**src/rtl/merge13_leaf_if.sv**
```systemverilog
// Channel bundle for the merge13 leaf: two input packet channels, one output
// packet channel and the 1-bit select side channel.
interface merge13_leaf_if #(
  parameter int unsigned W = 9
);
  logic         in0_valid;
  logic [W-1:0] in0_data;
  logic         in0_ready;
  logic         in1_valid;
  logic [W-1:0] in1_data;
  logic         in1_ready;
  logic         out_valid;
  logic [W-1:0] out_data;
  logic         out_ready;
  logic         s_valid;
  logic         s_data;
  logic         s_ready;

  // Merge leaf side
  modport slave (
    input  in0_valid, in0_data, in1_valid, in1_data, out_ready, s_ready,
    output in0_ready, in1_ready, out_valid, out_data, s_valid, s_data
  );

  // Environment side (upstream producers and downstream consumers)
  modport master (
    output in0_valid, in0_data, in1_valid, in1_data, out_ready, s_ready,
    input  in0_ready, in1_ready, out_valid, out_data, s_valid, s_data
  );
endinterface

```
**src/rtl/merge13_leaf.sv**
```systemverilog
// 2:1 packet merge leaf. Arbitrates In0/In1 onto Out, locking on the winning
// input from head to tail, and publishes the winner index once per packet on S.
module merge13_leaf #(
  parameter int unsigned W        = 9,
  parameter int unsigned TAIL_BIT = 8
) (
  input  logic          CLK,
  input  logic          RESET,
  merge13_leaf_if.slave bus
);

  typedef enum logic [1:0] {IDLE, LOCK0, LOCK1} state_e;

  state_e       state_q, state_d;
  logic         prio_q, prio_d;
  logic         out_valid_q, out_valid_d;
  logic [W-1:0] out_data_q, out_data_d;
  logic         s_valid_q, s_valid_d;
  logic         s_data_q, s_data_d;

  logic         out_load_ok, s_load_ok;
  logic         gnt_idx;
  logic         in0_ready_c, in1_ready_c;
  logic         xfer0, xfer1, xfer, head;
  logic [W-1:0] xfer_data;

  // Ready generation and accepted-flit selection
  always_comb begin
    out_load_ok = !out_valid_q || bus.out_ready;
    s_load_ok   = !s_valid_q || bus.s_ready;
    // Contention goes to prio; otherwise whichever input is valid.
    gnt_idx     = (bus.in0_valid && bus.in1_valid) ? prio_q : bus.in1_valid;
    in0_ready_c = 1'b0;
    in1_ready_c = 1'b0;
    if (!RESET) begin
      case (state_q)
        IDLE: begin
          if (out_load_ok && s_load_ok && (bus.in0_valid || bus.in1_valid)) begin
            in0_ready_c = !gnt_idx;
            in1_ready_c = gnt_idx;
          end
        end
        LOCK0:   in0_ready_c = out_load_ok;
        LOCK1:   in1_ready_c = out_load_ok;
        default: ;
      endcase
    end
    xfer0     = in0_ready_c && bus.in0_valid;
    xfer1     = in1_ready_c && bus.in1_valid;
    xfer      = xfer0 || xfer1;
    head      = xfer && (state_q == IDLE);
    xfer_data = xfer1 ? bus.in1_data : bus.in0_data;
  end

  // Next-state: lock tracking, output register loads and drains
  always_comb begin
    state_d     = state_q;
    prio_d      = prio_q;
    out_valid_d = out_valid_q && !bus.out_ready;
    out_data_d  = out_data_q;
    s_valid_d   = s_valid_q && !bus.s_ready;
    s_data_d    = s_data_q;
    if (xfer) begin
      out_valid_d = 1'b1;
      out_data_d  = xfer_data;
      if (head) begin
        s_valid_d = 1'b1;
        s_data_d  = xfer1;
        prio_d    = !xfer1;
        if (!xfer_data[TAIL_BIT]) begin
          state_d = xfer1 ? LOCK1 : LOCK0;
        end
      end else if (xfer_data[TAIL_BIT]) begin
        state_d = IDLE;
      end
    end
  end

  // State and output registers with synchronous reset
  always_ff @(posedge CLK) begin
    if (RESET) begin
      state_q     <= IDLE;
      prio_q      <= 1'b0;
      out_valid_q <= 1'b0;
      out_data_q  <= '0;
      s_valid_q   <= 1'b0;
      s_data_q    <= 1'b0;
    end else begin
      state_q     <= state_d;
      prio_q      <= prio_d;
      out_valid_q <= out_valid_d;
      out_data_q  <= out_data_d;
      s_valid_q   <= s_valid_d;
      s_data_q    <= s_data_d;
    end
  end

  assign bus.in0_ready = in0_ready_c;
  assign bus.in1_ready = in1_ready_c;
  assign bus.out_valid = out_valid_q;
  assign bus.out_data  = out_data_q;
  assign bus.s_valid   = s_valid_q;
  assign bus.s_data    = s_data_q;

endmodule
```
**src/flat_wrapper.sv**
```systemverilog
// flat-port wrapper written by rule: the top's interface ports become plain ports
module merge13_leaf_flat 
#(
  parameter int unsigned W        = 9,
  parameter int unsigned TAIL_BIT = 8
)
  (CLK, RESET, bus_in0_valid, bus_in0_data, bus_in1_valid, bus_in1_data, bus_out_ready, bus_s_ready, bus_in0_ready, bus_in1_ready, bus_out_valid, bus_out_data, bus_s_valid, bus_s_data);
  merge13_leaf_if #(.W(W)) bus_i ();
  input  logic CLK;
  input  logic RESET;
  input wire logic [$bits(bus_i.in0_valid)-1:0] bus_in0_valid;
  input wire logic [$bits(bus_i.in0_data)-1:0] bus_in0_data;
  input wire logic [$bits(bus_i.in1_valid)-1:0] bus_in1_valid;
  input wire logic [$bits(bus_i.in1_data)-1:0] bus_in1_data;
  input wire logic [$bits(bus_i.out_ready)-1:0] bus_out_ready;
  input wire logic [$bits(bus_i.s_ready)-1:0] bus_s_ready;
  output wire logic [$bits(bus_i.in0_ready)-1:0] bus_in0_ready;
  output wire logic [$bits(bus_i.in1_ready)-1:0] bus_in1_ready;
  output wire logic [$bits(bus_i.out_valid)-1:0] bus_out_valid;
  output wire logic [$bits(bus_i.out_data)-1:0] bus_out_data;
  output wire logic [$bits(bus_i.s_valid)-1:0] bus_s_valid;
  output wire logic [$bits(bus_i.s_data)-1:0] bus_s_data;
  assign bus_i.in0_valid = bus_in0_valid;
  assign bus_i.in0_data = bus_in0_data;
  assign bus_i.in1_valid = bus_in1_valid;
  assign bus_i.in1_data = bus_in1_data;
  assign bus_i.out_ready = bus_out_ready;
  assign bus_i.s_ready = bus_s_ready;
  assign bus_in0_ready = bus_i.in0_ready;
  assign bus_in1_ready = bus_i.in1_ready;
  assign bus_out_valid = bus_i.out_valid;
  assign bus_out_data = bus_i.out_data;
  assign bus_s_valid = bus_i.s_valid;
  assign bus_s_data = bus_i.s_data;
  merge13_leaf #(.W(W), .TAIL_BIT(TAIL_BIT)) u_core (.CLK(CLK), .RESET(RESET), .bus(bus_i));
endmodule
```
**config.mk**
```make
export PLATFORM = sky130hd
export DESIGN_NAME = merge13_leaf_flat
export DESIGN_NICKNAME = d
export VERILOG_FILES = /design/src/rtl/merge13_leaf_if.sv /design/src/rtl/merge13_leaf.sv /design/src/flat_wrapper.sv
export SDC_FILE = /design/constraint.sdc
export NUM_CORES = 1
export LEC_CHECK = 0
export ABC_CLOCK_PERIOD_IN_PS = 2660
export BUFFER_PORTS_ARGS = -buffer_cell sky130_fd_sc_hd__buf_4
export CAP_MARGIN = 0
export CORE_ASPECT_RATIO = 1.2
export CORE_UTILIZATION = 53
export CTS_BUF_LIST = sky130_fd_sc_hd__clkbuf_4
export DETAILED_ROUTE_END_ITERATION = 6
export HOLD_SLACK_MARGIN = 0.02
export PLACE_DENSITY = 0.87
export SYNTH_ARGS = -nofsm -noshare
export SYNTH_HDL_FRONTEND = slang
export SYNTH_SLANG_ARGS = --single-unit
```
**constraint.sdc**
```tcl
create_clock -name CLK -period 2.66 [get_ports CLK]
set_clock_uncertainty 0.2 [all_clocks]
set_input_delay 0.133 -clock CLK [delete_from_list [all_inputs] [get_ports CLK]]
set_output_delay 0.133 -clock CLK [all_outputs]
set_load 0.1 [all_outputs]
```
==> results.sh <==
export IMPL_postCtsSetupRepairBufs=0
export IMPL_period_share_pct=85.0
export IMPL_cts_hold_buf=10
export IMPL_p_sw_w=0.000370
export IMPL_io_pin_count=38
export IMPL_hold_path_class="in -> reg"
export IMPL_syn_inst=92
export IMPL_yosysTopAreaCell="dfxtp_1"
export IMPL_antenna_found_initial=0
export IMPL_cp_data_required_time_ns=2.58
export IMPL_gr_total_overflow=0
export IMPL_syn_num_nets=116
export IMPL_synthTopCellsByArea="dfxtp_1, a311oi_2, nand3_2"
export IMPL_cts_made_buffers=3
export IMPL_status="complete, no violations"
export IMPL_wire_per_inst_um=16.9
export IMPL_vias_per_cell=6.12
export IMPL_setup_viol=0
export IMPL_drtAntennaViolNets=0
export IMPL_port_buffers=37
export IMPL_path_cells="nor2_4 -> nand3_2 -> or2_0 -> a311oi_2"
export IMPL_clock_sinks=15
export IMPL_setup_worst_path_class="reg -> reg"
export IMPL_crit_path_end_kind="flop"
export IMPL_die_h_um=48.0
export IMPL_drive_gt1_share_pct=52.2
export IMPL_power_frac_clock_pct=17.9
export IMPL_grt_pass1_vias=840
export IMPL_yosysMostFrequentCell="dfxtp_1"
export IMPL_drtIter0Drc=21
export IMPL_clock_latency_ns=0.28
export IMPL_tightest_slew_ns=0.834
export IMPL_vias=943
export IMPL_max_freq_mhz=442
export IMPL_clockRootBuffer="clkbuf_4"
export IMPL_rows=16
export IMPL_drc=0
export IMPL_synth_cell_type_count=35
export IMPL_fin_tns_setup_ns=0
export IMPL_gp_congestion=0.840
export IMPL_p_leak_nw=0.498
export IMPL_netlist_area_leader_share_pct=32.1
export IMPL_nets=161
export IMPL_drv_slew=0
export IMPL_start_kind="flop"
export IMPL_clock_path_buffers=2
export IMPL_drt_total_wl_um=2600
export IMPL_grt_pass1_wl_um=3870
export IMPL_area_growth_pct=42.4
export IMPL_antenna_cells=0
export IMPL_pre_cts_ws_ns=0.431
export IMPL_grt_start_max_net_pins=19
export IMPL_crit_buf_inv=0
export IMPL_rsz0062_at_grt="false"
export IMPL_cts_tree="yes"
export IMPL_die_area_sq_um=1940
export IMPL_hpwl_um=1770
export IMPL_clkTransAtPathRegs_ns=0.09
export IMPL_ys_flop_type="dfxtp_1"
export IMPL_initial_utilization_pct=57.0
export IMPL_p_int_w=0.000429
export IMPL_slew_headroom_pct=44.4
export IMPL_p_seq_share_pct=33.5
export IMPL_fp_dieW_um=40.4
export IMPL_cts_resized=0
export IMPL_async_flop_share_pct=0
export IMPL_dr_pass1_iters=4
export IMPL_syn_area_sq_um=936
export IMPL_min_period_ns=2.26
export IMPL_arrival_ns=2.18
export IMPL_timing_final_ws_setup_ns=0.400
export IMPL_cp_slowest_cell="or2_0"
export IMPL_hold_violations=0
export IMPL_seq_area_frac_synth_pct=32.1
export IMPL_max_stage_delay_ns=0.70
export IMPL_max_cap_viol_count=0
export IMPL_p_comb_share_pct=48.5
export IMPL_avgSynthCellArea_sq_um=10.2
export IMPL_synth_edf_count=0
export IMPL_p_sw_share_pct=46.3
export IMPL_ys_warn_count=0
export IMPL_path_max_fanout=13
export IMPL_ys_top_cells_by_count="dfxtp_1, nand3_2, a311oi_2, o21ai_0, nor3_1"
export IMPL_ir_worst_vdd_v=0.000384
export IMPL_crit_family="simple AND/OR/NAND/NOR gates"
export IMPL_cts_max_level=1
export IMPL_ys_ff_latch=15
export IMPL_power_density_nw_per_um2=600
export IMPL_fp_coreArea_sq_um=1640
export IMPL_grt_use_total_pct=29.8
==> flip-flops by register name, summed over array words and instances (netlist names) <==
| register | cells |
|---|---|
| u_core.bus.s_valid | 1 |
| u_core.prio_q | 1 |
| u_core.bus.out_valid | 1 |
| u_core.state_q | 2 |
| u_core.bus.out_data | 9 |
| u_core.bus.s_data | 1 |
==> stage by stage <==
stage	hold WS (ns)	util [%]	instance area (sq um)	instances	power, W
floorplan	0.0341	-	966	92	0.000568
global placement	0.142	73.2	1200	140	0.000639
detailed placement	0.149	73.2	1200	140	0.000646
CTS	0.0290	81.2	1330	154	0.000796
global route	0.0304	81.2	1330	154	0.000833
finish	0.0268	81.2	1330	154	0.000800
==> logic make-up (layout without fill, tap and decap cells) <==
family | Yosys count | after routing | synth area share [%]
buffers and inverters | 10 | 54 | 8.42
and+or+nand+nor | 36 | 36 | 29.1
DFF | 15 | 15 | 32.1
AOI/OAI and AO/OA | 31 | 31 | 30.3
==> power by group through the flow <==
stage	combinational [W]	sequential (W)	clock, W
after floorplan	0.000154	0.000414	0
after global placement	0.000367	0.000271	0
after detailed placement	0.000373	0.000273	0
after CTS	0.000386	0.000268	0.000142
after global routing	0.000406	0.000271	0.000156
final	0.000388	0.000268	0.000143
==> final timing paths <==
check                                               startpoint                             endpoint  slack (ns)  depth (start not counted)
worst max register to register  u_core.state_q[0]$_SDFFE_PP0P_  u_core.bus.out_data[7]$_SDFFE_PP0N_        0.40                          4
worst min-delay path                                     RESET      u_core.bus.out_valid$_SDFF_PP0_        0.03                          2
worst max-delay path            u_core.state_q[0]$_SDFFE_PP0P_  u_core.bus.out_data[7]$_SDFFE_PP0N_        0.40                          4
worst min register to register      u_core.prio_q$_SDFFE_PP0P_           u_core.prio_q$_SDFFE_PP0P_        0.29                          2
==> final cells by class <==
class | count | area, sq um
tap | 18 | 22.5
inverter | 2 | 7.51
multi-input combinational | 67 | 587
fill | 108 | 309
sequential | 15 | 300
timing repair buffer | 48 | 385
clock buffer | 4 | 30.0
==> routing by layer <==
| metal | part of all wire, % | GRT usage (%) | vias up |
|---|---|---|---|
| met3 | 5.1 | 3.26 | 7 |
| met2 | 53 | 50.5 | 35 |
| met4 | 1.3 | 12.0 | 0 |
| met5 | 0 | 0 | - |
| li1 | - | - | 445 |
| met1 | 41 | 37.7 | 456 |
==> cell usage in the layout (no fill, tap or decap) <==
cell / netlist / layout
buf_4: 2 / 38
dfxtp_1: 15 / 15
nand3_2: 10 / 10
dlygate4sd3_1: 0 / 10
o21ai_0: 9 / 9
a311oi_2: 9 / 9
nor3_1: 8 / 8
clkbuf_4: 0 / 4
nor4_4: 1 / 3
a21oi_2: 3 / 3
and2_1: 2 / 2
a21oi_1: 2 / 2
nand2b_1: 2 / 2
inv_1: 2 / 2
nor2_1: 2 / 2
nor2b_1: 1 / 1
nand2b_2: 1 / 1
nand2_1: 1 / 1
a31oi_1: 1 / 1
nor2_4: 1 / 1
o21a_1: 1 / 1
nor2_2: 1 / 1
and3_4: 1 / 1
a21o_1: 1 / 1
a2bb2oi_1: 1 / 1
o32ai_1: 1 / 1
or2_0: 1 / 1
nand3_1: 1 / 1
nand3b_1: 1 / 1
a32o_1: 1 / 1
a2111oi_1: 1 / 1
a221oi_1: 1 / 1
Power figures use the tool's default switching activity.
